--- src/rtl/mips_main_control_fsm_pkg.sv ---
// Shared constants for the multi-cycle MIPS controller: opcodes, state codes,
// datapath mux select codes, and the decoded control-word layout.
package mips_main_control_fsm_pkg;

  localparam logic [5:0] OP_RTYPE = 6'b000000;
  localparam logic [5:0] OP_LW    = 6'b100011;
  localparam logic [5:0] OP_SW    = 6'b101011;
  localparam logic [5:0] OP_BEQ   = 6'b000100;
  localparam logic [5:0] OP_ADDI  = 6'b001000;
  localparam logic [5:0] OP_J     = 6'b000010;

  localparam logic [1:0] SRCB_B     = 2'b00;
  localparam logic [1:0] SRCB_FOUR  = 2'b01;
  localparam logic [1:0] SRCB_IMM   = 2'b10;
  localparam logic [1:0] SRCB_IMMSH = 2'b11;

  localparam logic [1:0] ALUOP_ADD   = 2'b00;
  localparam logic [1:0] ALUOP_SUB   = 2'b01;
  localparam logic [1:0] ALUOP_FUNCT = 2'b10;

  localparam logic [1:0] PCSRC_ALU    = 2'b00;
  localparam logic [1:0] PCSRC_ALUOUT = 2'b01;
  localparam logic [1:0] PCSRC_JUMP   = 2'b10;

  typedef enum logic [3:0] {
    S_FETCH  = 4'd0,
    S_DECODE = 4'd1,
    S_MEMADR = 4'd2,
    S_MEMRD  = 4'd3,
    S_MEMWB  = 4'd4,
    S_MEMWR  = 4'd5,
    S_EXEC   = 4'd6,
    S_ALUWB  = 4'd7,
    S_BRANCH = 4'd8,
    S_ADDIEX = 4'd9,
    S_ADDIWB = 4'd10,
    S_JUMP   = 4'd11
  } state_t;

  typedef struct packed {
    logic       pc_write;
    logic       branch;
    logic       iord;
    logic       mem_write;
    logic       ir_write;
    logic       reg_write;
    logic       reg_dst;
    logic       mem_to_reg;
    logic       alu_src_a;
    logic [1:0] alu_src_b;
    logic [1:0] alu_op;
    logic [1:0] pc_src;
  } ctrl_word_t;

  function automatic logic is_legal_op(input logic [5:0] op);
    return (op == OP_RTYPE) || (op == OP_LW) || (op == OP_SW) ||
           (op == OP_BEQ)   || (op == OP_ADDI) || (op == OP_J);
  endfunction

endpackage

--- src/rtl/mips_main_control_fsm_if.sv ---
// Controller <-> datapath bundle: opcode/zero in, selects and enables out.
interface mips_main_control_fsm_if;
  logic [5:0] op;
  logic       zero;
  logic       pc_en;
  logic       iord;
  logic       mem_write;
  logic       ir_write;
  logic       reg_write;
  logic       reg_dst;
  logic       mem_to_reg;
  logic       alu_src_a;
  logic [1:0] alu_src_b;
  logic [1:0] alu_op;
  logic [1:0] pc_src;
  logic       illegal_op;
  logic [3:0] state;

  modport master (
    input  op, zero,
    output pc_en, iord, mem_write, ir_write, reg_write, reg_dst, mem_to_reg,
           alu_src_a, alu_src_b, alu_op, pc_src, illegal_op, state
  );

  modport slave (
    output op, zero,
    input  pc_en, iord, mem_write, ir_write, reg_write, reg_dst, mem_to_reg,
           alu_src_a, alu_src_b, alu_op, pc_src, illegal_op, state
  );
endinterface

--- src/rtl/mips_ctrl_outputs.sv ---
// Moore output decode: state -> full control word. Unused codes give all zeros.
module mips_ctrl_outputs
  import mips_main_control_fsm_pkg::*;
(
  input  state_t     i_state,
  output ctrl_word_t o_cw
);

  always_comb begin
    o_cw = '0;
    case (i_state)
      S_FETCH: begin
        o_cw.ir_write  = 1'b1;
        o_cw.pc_write  = 1'b1;
        o_cw.alu_src_b = SRCB_FOUR;
      end
      // Branch target is computed speculatively while the opcode decodes.
      S_DECODE: o_cw.alu_src_b = SRCB_IMMSH;
      S_MEMADR: begin
        o_cw.alu_src_a = 1'b1;
        o_cw.alu_src_b = SRCB_IMM;
      end
      S_MEMRD: o_cw.iord = 1'b1;
      S_MEMWB: begin
        o_cw.reg_write  = 1'b1;
        o_cw.mem_to_reg = 1'b1;
      end
      S_MEMWR: begin
        o_cw.iord      = 1'b1;
        o_cw.mem_write = 1'b1;
      end
      S_EXEC: begin
        o_cw.alu_src_a = 1'b1;
        o_cw.alu_op    = ALUOP_FUNCT;
      end
      S_ALUWB: begin
        o_cw.reg_write = 1'b1;
        o_cw.reg_dst   = 1'b1;
      end
      S_BRANCH: begin
        o_cw.alu_src_a = 1'b1;
        o_cw.alu_op    = ALUOP_SUB;
        o_cw.pc_src    = PCSRC_ALUOUT;
        o_cw.branch    = 1'b1;
      end
      S_ADDIEX: begin
        o_cw.alu_src_a = 1'b1;
        o_cw.alu_src_b = SRCB_IMM;
      end
      S_ADDIWB: o_cw.reg_write = 1'b1;
      S_JUMP: begin
        o_cw.pc_src   = PCSRC_JUMP;
        o_cw.pc_write = 1'b1;
      end
      default: o_cw = '0;
    endcase
  end

endmodule

--- src/rtl/mips_main_control_fsm.sv ---
// Multi-cycle MIPS main controller: state register, next-state logic, PC enable
// and reset gating of every write enable.
module mips_main_control_fsm
  import mips_main_control_fsm_pkg::*;
(
  input  logic                    clk,
  input  logic                    reset,
  mips_main_control_fsm_if.master ctl
);

  state_t     r_state;
  state_t     w_next;
  ctrl_word_t w_cw;

  always_ff @(posedge clk or posedge reset) begin
    if (reset) r_state <= S_FETCH;
    else       r_state <= w_next;
  end

  always_comb begin
    w_next = S_FETCH;
    case (r_state)
      S_FETCH: w_next = S_DECODE;
      S_DECODE: begin
        case (ctl.op)
          OP_LW, OP_SW: w_next = S_MEMADR;
          OP_RTYPE:     w_next = S_EXEC;
          OP_BEQ:       w_next = S_BRANCH;
          OP_ADDI:      w_next = S_ADDIEX;
          OP_J:         w_next = S_JUMP;
          default:      w_next = S_FETCH;
        endcase
      end
      S_MEMADR: w_next = (ctl.op == OP_LW) ? S_MEMRD : S_MEMWR;
      S_MEMRD:  w_next = S_MEMWB;
      S_EXEC:   w_next = S_ALUWB;
      S_ADDIEX: w_next = S_ADDIWB;
      default:  w_next = S_FETCH;
    endcase
  end

  mips_ctrl_outputs u_outputs (
    .i_state (r_state),
    .o_cw    (w_cw)
  );

  // Write enables are held low for the whole reset pulse, not just the FETCH state.
  always_comb begin
    ctl.pc_en      = ~reset & (w_cw.pc_write | (w_cw.branch & ctl.zero));
    ctl.mem_write  = ~reset & w_cw.mem_write;
    ctl.ir_write   = ~reset & w_cw.ir_write;
    ctl.reg_write  = ~reset & w_cw.reg_write;
    ctl.iord       = w_cw.iord;
    ctl.reg_dst    = w_cw.reg_dst;
    ctl.mem_to_reg = w_cw.mem_to_reg;
    ctl.alu_src_a  = w_cw.alu_src_a;
    ctl.alu_src_b  = w_cw.alu_src_b;
    ctl.alu_op     = w_cw.alu_op;
    ctl.pc_src     = w_cw.pc_src;
    ctl.illegal_op = (r_state == S_DECODE) && !is_legal_op(ctl.op);
    ctl.state      = r_state;
  end

endmodule

--- src/flat_wrapper.sv ---
// flat-port wrapper written by rule: the top's interface ports become plain ports
module mips_main_control_fsm_flat import mips_main_control_fsm_pkg::*;
  (clk, reset, ctl_op, ctl_zero, ctl_pc_en, ctl_iord, ctl_mem_write, ctl_ir_write, ctl_reg_write, ctl_reg_dst, ctl_mem_to_reg, ctl_alu_src_a, ctl_alu_src_b, ctl_alu_op, ctl_pc_src, ctl_illegal_op, ctl_state);
  mips_main_control_fsm_if ctl_i ();
  input  logic clk;
  input  logic reset;
  input wire logic [$bits(ctl_i.op)-1:0] ctl_op;
  input wire logic [$bits(ctl_i.zero)-1:0] ctl_zero;
  output wire logic [$bits(ctl_i.pc_en)-1:0] ctl_pc_en;
  output wire logic [$bits(ctl_i.iord)-1:0] ctl_iord;
  output wire logic [$bits(ctl_i.mem_write)-1:0] ctl_mem_write;
  output wire logic [$bits(ctl_i.ir_write)-1:0] ctl_ir_write;
  output wire logic [$bits(ctl_i.reg_write)-1:0] ctl_reg_write;
  output wire logic [$bits(ctl_i.reg_dst)-1:0] ctl_reg_dst;
  output wire logic [$bits(ctl_i.mem_to_reg)-1:0] ctl_mem_to_reg;
  output wire logic [$bits(ctl_i.alu_src_a)-1:0] ctl_alu_src_a;
  output wire logic [$bits(ctl_i.alu_src_b)-1:0] ctl_alu_src_b;
  output wire logic [$bits(ctl_i.alu_op)-1:0] ctl_alu_op;
  output wire logic [$bits(ctl_i.pc_src)-1:0] ctl_pc_src;
  output wire logic [$bits(ctl_i.illegal_op)-1:0] ctl_illegal_op;
  output wire logic [$bits(ctl_i.state)-1:0] ctl_state;
  assign ctl_i.op = ctl_op;
  assign ctl_i.zero = ctl_zero;
  assign ctl_pc_en = ctl_i.pc_en;
  assign ctl_iord = ctl_i.iord;
  assign ctl_mem_write = ctl_i.mem_write;
  assign ctl_ir_write = ctl_i.ir_write;
  assign ctl_reg_write = ctl_i.reg_write;
  assign ctl_reg_dst = ctl_i.reg_dst;
  assign ctl_mem_to_reg = ctl_i.mem_to_reg;
  assign ctl_alu_src_a = ctl_i.alu_src_a;
  assign ctl_alu_src_b = ctl_i.alu_src_b;
  assign ctl_alu_op = ctl_i.alu_op;
  assign ctl_pc_src = ctl_i.pc_src;
  assign ctl_illegal_op = ctl_i.illegal_op;
  assign ctl_state = ctl_i.state;
  mips_main_control_fsm u_core (.clk(clk), .reset(reset), .ctl(ctl_i));
endmodule
--- config.mk ---
export PLATFORM = sky130hd
export DESIGN_NAME = mips_main_control_fsm_flat
export DESIGN_NICKNAME = d
export VERILOG_FILES = /design/src/rtl/mips_main_control_fsm_pkg.sv /design/src/rtl/mips_main_control_fsm_if.sv /design/src/rtl/mips_ctrl_outputs.sv /design/src/rtl/mips_main_control_fsm.sv /design/src/flat_wrapper.sv
export SDC_FILE = /design/constraint.sdc
export NUM_CORES = 1
export LEC_CHECK = 0
export CORE_MARGIN = 2
export CORE_UTILIZATION = 33
export DETAILED_ROUTE_END_ITERATION = 16
export HOLD_SLACK_MARGIN = 0.12
export PLACE_DENSITY = 0.74
export SLEW_MARGIN = 20
export SYNTH_ARGS = -nofsm -noshare
export SYNTH_HDL_FRONTEND = slang
export SYNTH_SLANG_ARGS = --single-unit
--- constraint.sdc ---
create_clock -name clk -period 1.3 [get_ports clk]
set_input_delay 0.26 -clock clk [delete_from_list [all_inputs] [get_ports clk]]
set_output_delay 0.26 -clock clk [all_outputs]
set_load 0.02 [all_outputs]
==> results of run 1 <==
-- stage by stage --
stage | TNS [ns] | hold slack (ns) | cells | cell area (um2) | setup WS (ns)
floorplan | -0.836 | 0.0347 | 63 | 603 | -0.142
global placement | -9.60 | 0.599 | 129 | 1050 | -0.867
detailed placement | -10.13 | 0.590 | 129 | 1050 | -0.937
CTS | -4.20 | 0.525 | 133 | 1130 | -0.371
-- kinds of logic after synthesis --
kind of cell           synth area share [%]
XOR/XNOR                               5.33
flip-flops                             20.3
AND/OR/NAND/NOR                        40.6
AO/OA/AOI/OAI                          24.9
buffers and inverters                  8.88
-- repair_timing --
action	4_1_cts
endpoints found under the setup margin	22
pin swaps	9
buffers inserted	1
gates resized for setup	115
-- Yosys cell counts, types with 3 or more instances --
| cell type | n |
|---|---|
| a21oi_1 | 4 |
| nand2b_1 | 3 |
| nor2_1 | 5 |
| and3_1 | 4 |
| xor2_1 | 3 |
| buf_4 | 3 |
| dfrtp_1 | 4 |
| nor3_1 | 9 |
| nor3_2 | 3 |
==> summary.txt, run 1 <==
Placed design
  • Post-DP HPWL: 1490 um
  • GP Congestion: 0.854
  • Port Buffers: 27

Floorplan
  • Std cell rows: 13
  • I/O pin total: 28
  • Chip height: 42.7 um
  • Die X: 42.7 um
  • Initial Util: 36.5%

Logic synthesis
  • Post-Syn Area: 493 um2
  • Synth Register Bits: 4
  • Syn nets: approximately 70
  • Sequential area share after synthesis: approximately a fifth
  • Synth unique cells: 29
  • Synth Area per Inst: ~8 um2
  • Synth Flop Type: dfrtp_1
  • Number of synthesized flops with an enable pin: 0
  • Synth area leaders: dfrtp_1 20%, nor3_1 9.1%, nor3_2 6.1%
  • Async set-reset flop share out of synthesis: 100%
  • Synth warnings: 0
  • Yosys top cell by area: dfrtp_1
  • Yosys top cell area share: 20.3%
  • Mapped Cells: between 60 and 70

Outcome
  • Stop stage: global routing (5_1_grt)
  • Status: aborted with a tool error
  • Log Error: [ERROR DPL-0038] Utilization greater than 100%, impossible to legalize

STA
  • Worst endpoint type: output port
  • Worst_ep grt: ctl_reg_write

GRT
  • Largest net degree at the start of global routing: 13

CTS
  • Clk buf depth: 2
  • CTS Buf Count: 3
  • # clock sinks: 4
  • H-Tree Depth: 1
  • # hold bufs at CTS: 0
  • Clock root cell: clkbuf_4
==> inputs of run 2 (changes only) <==
- CORE_AREA: unset -> 2 2 63 65
- CORE_MARGIN: 2 -> unset
- CORE_UTILIZATION: 33 -> unset
- DIE_AREA: unset -> 0 0 65 67
- HOLD_SLACK_MARGIN: 0.12 -> unset
- PLACE_DENSITY: 0.74 -> unset
- PLACE_DENSITY_LB_ADDON: unset -> 0.15
- clock period: 1.3 -> 1.7 ns (I/O delays scaled with it)
==> run 2 against run 1 <==
The flow now finishes, with violations (negative setup slack). Synthesized area stayed put. Synthesized cell count unchanged.
==> summary.txt, run 2 <==
Outcome
  • Status: finished with violations (was aborted with a tool error)
  • Failing checks: negative setup slack

Logic synthesis
  • Synth warnings: 0 (unchanged)
  • Yosys top cell area share: 20.3% (unchanged)
  • Number of synthesized flops with an enable pin: 0 (unchanged)
  • Post-synthesis compound-gate area fraction: 24.9% (unchanged)
  • Syn nets: 72 (unchanged)
  • Synth top cells by count: 9 x nor3_1, 5 x nor2_1, 4 x a21oi_1, 4 x and3_1, 4 x dfrtp_1 (unchanged)
  • Synth Flop Type: dfrtp_1 (unchanged)
  • Largest family of logic cells by synthesized area: simple AND/OR/NAND/NOR gates (unchanged)
  • Post-Synth Simple-Gate Area: 40.6% (unchanged)
  • Synth Area in XOR/XNOR: 5.33% (unchanged)
  • Synth unique cells: 29 (unchanged)
  • Mux share of post-synthesis cell area: 0% (unchanged)
  • Async set-reset flop share out of synthesis: 100% (unchanged)
  • Synth Area per Inst: 7.82 um2 (unchanged)
  • Adder-Cell Fraction of Synth Area: 0% (unchanged)
  • Most frequent cell after synthesis: nor3_1 (unchanged)
  • Post-Syn Area: 493 um2 (unchanged)
  • Mapped Cells: 63 (unchanged)
  • Synth area leaders: dfrtp_1 20%, nor3_1 9.1%, nor3_2 6.1% (unchanged)
  • Yosys top cell by area: dfrtp_1 (unchanged)
  • Synth Register Bits: 4 (unchanged)
  • Sequential area share after synthesis: 20.3% (unchanged)

Power
  • P_sw: ~520 uW
  • Sequential power share: 11.9%
  • Power per cell area: 1040 nW/um2
  • Pleak: approximately 0.00057 uW
  • VDD IR max: between 0.00015 and 0.0002 V
  • Sw Share: 41.0%
  • Combinational share of power: 72.5%
  • Clock Power Share: roughly 16%
  • P_int: 743 uW

CTS
  • CTS Buf Count: 3 (unchanged)
  • CTS tree: built
  • Clock root cell: clkbuf_8 (was clkbuf_4)
  • Clk buf depth: 2 (unchanged)
  • H-Tree Depth: 1 (unchanged)
  • # clock sinks: 4 (unchanged)
  • Clock-pin slew on the worst setup and hold paths: 0.03 ns
  • # hold bufs at CTS: 0 (unchanged)
  • Clk_lat worst skew: 0.21 ns

Detailed routing
  • DRT Pass-1 Iters: 3
  • Residual DRC count: 0
  • WL final: approximately 2100 um
  • WL/cell: 11.5 um
  • Vias: 750
  • Via density: between 4 and 5
  • Antenna-violating nets left: 0
  • Initial drt markers: 21

GRT
  • Largest net degree at the start of global routing: 15
  • GRT Residual Overflow: 0
  • Total track usage: 9.73%
  • Vias in the first global route: 743
  • Initial antenna violation count: 0
  • First-pass GRT wire length: roughly 3300 um

STA
  • Fin crit share: 102%
  • Unrepaired setup endpoints after global routing: true
  • Slew of the pin with the lowest slew margin: 0.277 ns
  • Hold Fails Final Rpt: 0
  • Max Slew Vio Count: 0
  • Final setup margin: -0.0376 ns
  • Slew HR: 81.4%
  • Worst Clk Skew: 0.000843 ns
  • Final min period: 1.74 ns
  • Max Fclk: 576 MHz
  • # setup viols final: 2

Critical path
  • Worst Path Buf+Inv: 1
  • Crit path depth: 4
  • CP max stage delay: 0.43 ns
  • Slowest cell on the critical path: dfrtp_2
  • Crit-path cells: or3b_1, a21oi_1, o21a_1, buf_6
  • Critical Path Start: u_core.ctl.state[0]
  • CP top delay family: flip-flops
  • Crit Path Category: reg -> out
  • CP required: 1.36 ns
  • Data arrival, critical path: 1.40 ns
  • Worst Setup End Kind: output port
  • Critical Path Source Type: register
  • R2r worst-path depth: 5
  • Worst reg2reg startpoint: u_core.ctl.state[2]
  • Critical path peak fanout: 5

Cells and area
  • Largest register FFs: 4
  • Share of cells above drive strength 1: 67.7%
  • Most frequent cells in the layout: 43 x buf_4, 10 x buf_6, 7 x nor3_1
  • Final #Nets: 144
  • Area Overhead vs Synth: 146%
  • Commonest non-fill, non-tap cell in the layout: buf_4
  • Diode count: 0
  • Fill cell count: 385
  • Post-layout util: 33.7%

Floorplan
  • Core ar.: about 3600 um2
  • I/O pin total: 28 (unchanged)
  • Die ar.: approximately 4400 um2
  • Die X: 65 um (was 42.7 um)
  • Std cell rows: 22 (was 13)
  • Initial Util: 13.7% (was 36.5%)
  • Chip height: 67 um (was 42.7 um)

Placed design
  • GP Congestion: 0.693 (was 0.854)
  • Post-DP HPWL: 1570 um (was 1490 um)
  • Port Buffers: 27 (unchanged)
  • Place WS: -0.676 ns (was -0.937 ns)

Worst hold path
  • Hold WC Path Type: in -> async

Run
  • Maxcap violations: 0
## run 2: cell counts after synthesis
No cell type changed its count.
## run 2: final cells by class
cell class	instances	area, um2	area share, %
Clock buffer	3	41.3	3.40
Multi-Input combinational cell	51	429	35.4
Timing Repair Buffer	72	571	47.0
Inverter	3	11.3	0.928
Sequential cell	4	101	8.35
Tap cell	48	60.1	4.95
## run 2: final timing paths
check | to | slack (ns)
worst max-delay path | ctl_reg_write | -0.04
worst min-delay path | u_core.ctl.state[0] | 0.54
worst max register to register | u_core.ctl.state[2] | 0.34
worst min register to register | u_core.ctl.state[0] | 0.62
max in group asynchronous | u_core.ctl.state[0] | 1.05
min in group clk | u_core.ctl.state[0] | 0.62
## run 2: power groups by stage
stage	Combinational, uW	Clock [uW]	Sequential (uW)
2_1_floorplan	350	0	170
3_3_place_gp	834	0	145
3_5_place_dp	835	0	145
4_1_cts	857	202	148
5_1_grt	982	209	154
6_report	913	197	150
## run 2: worst reg2reg max path, cell delays in order, from the launching register on
cell and delay (ns):
dfrtp_1 0.38, buf_6 0.16, buf_4 0.15, nor3_1 0.27, a21oi_1 0.13, nor3_2 0.18
## run 2: repair_timing
action	CTS	global route
setup endpoints to repair	19	13
gates resized for setup	86	30
pin swaps	5	11
setup buffers	9	1
## run 2: metal layers
layer | vias up | wire [um] | global-route usage, %
met5 | - | 0 | 0
met4 | 0 | 0 | 3.19
met3 | 0 | 87 | 1.69
met2 | 20 | 1090 | 19.2
met1 | 351 | 901 | 10.3
li1 | 379 | - | -
## run 2: kinds of logic (layout without fill, tap and decap cells)
kind of cell | Yosys count | after routing
simple gates | 32 | 32
flops | 4 | 4
compound gates | 16 | 16
xor+xnor | 3 | 3
buf+inv | 8 | 78
## run 2: stage by stage
stage               instance area [um2]  hold WS (ns)  total power [uW]  TNS [ns]  cells
finish                             1210         0.544              1260   -0.0512    181
detailed placement                 1060         0.616               980     -3.79    168
CTS                                1180         0.548              1210    -0.177    180
global placement                   1060         0.618               979     -3.79    168
floorplan                           503         0.114               520         0     63
global route                       1210         0.567              1350    -0.279    181
No activity file was read; power rests on OpenSTA's default activity.
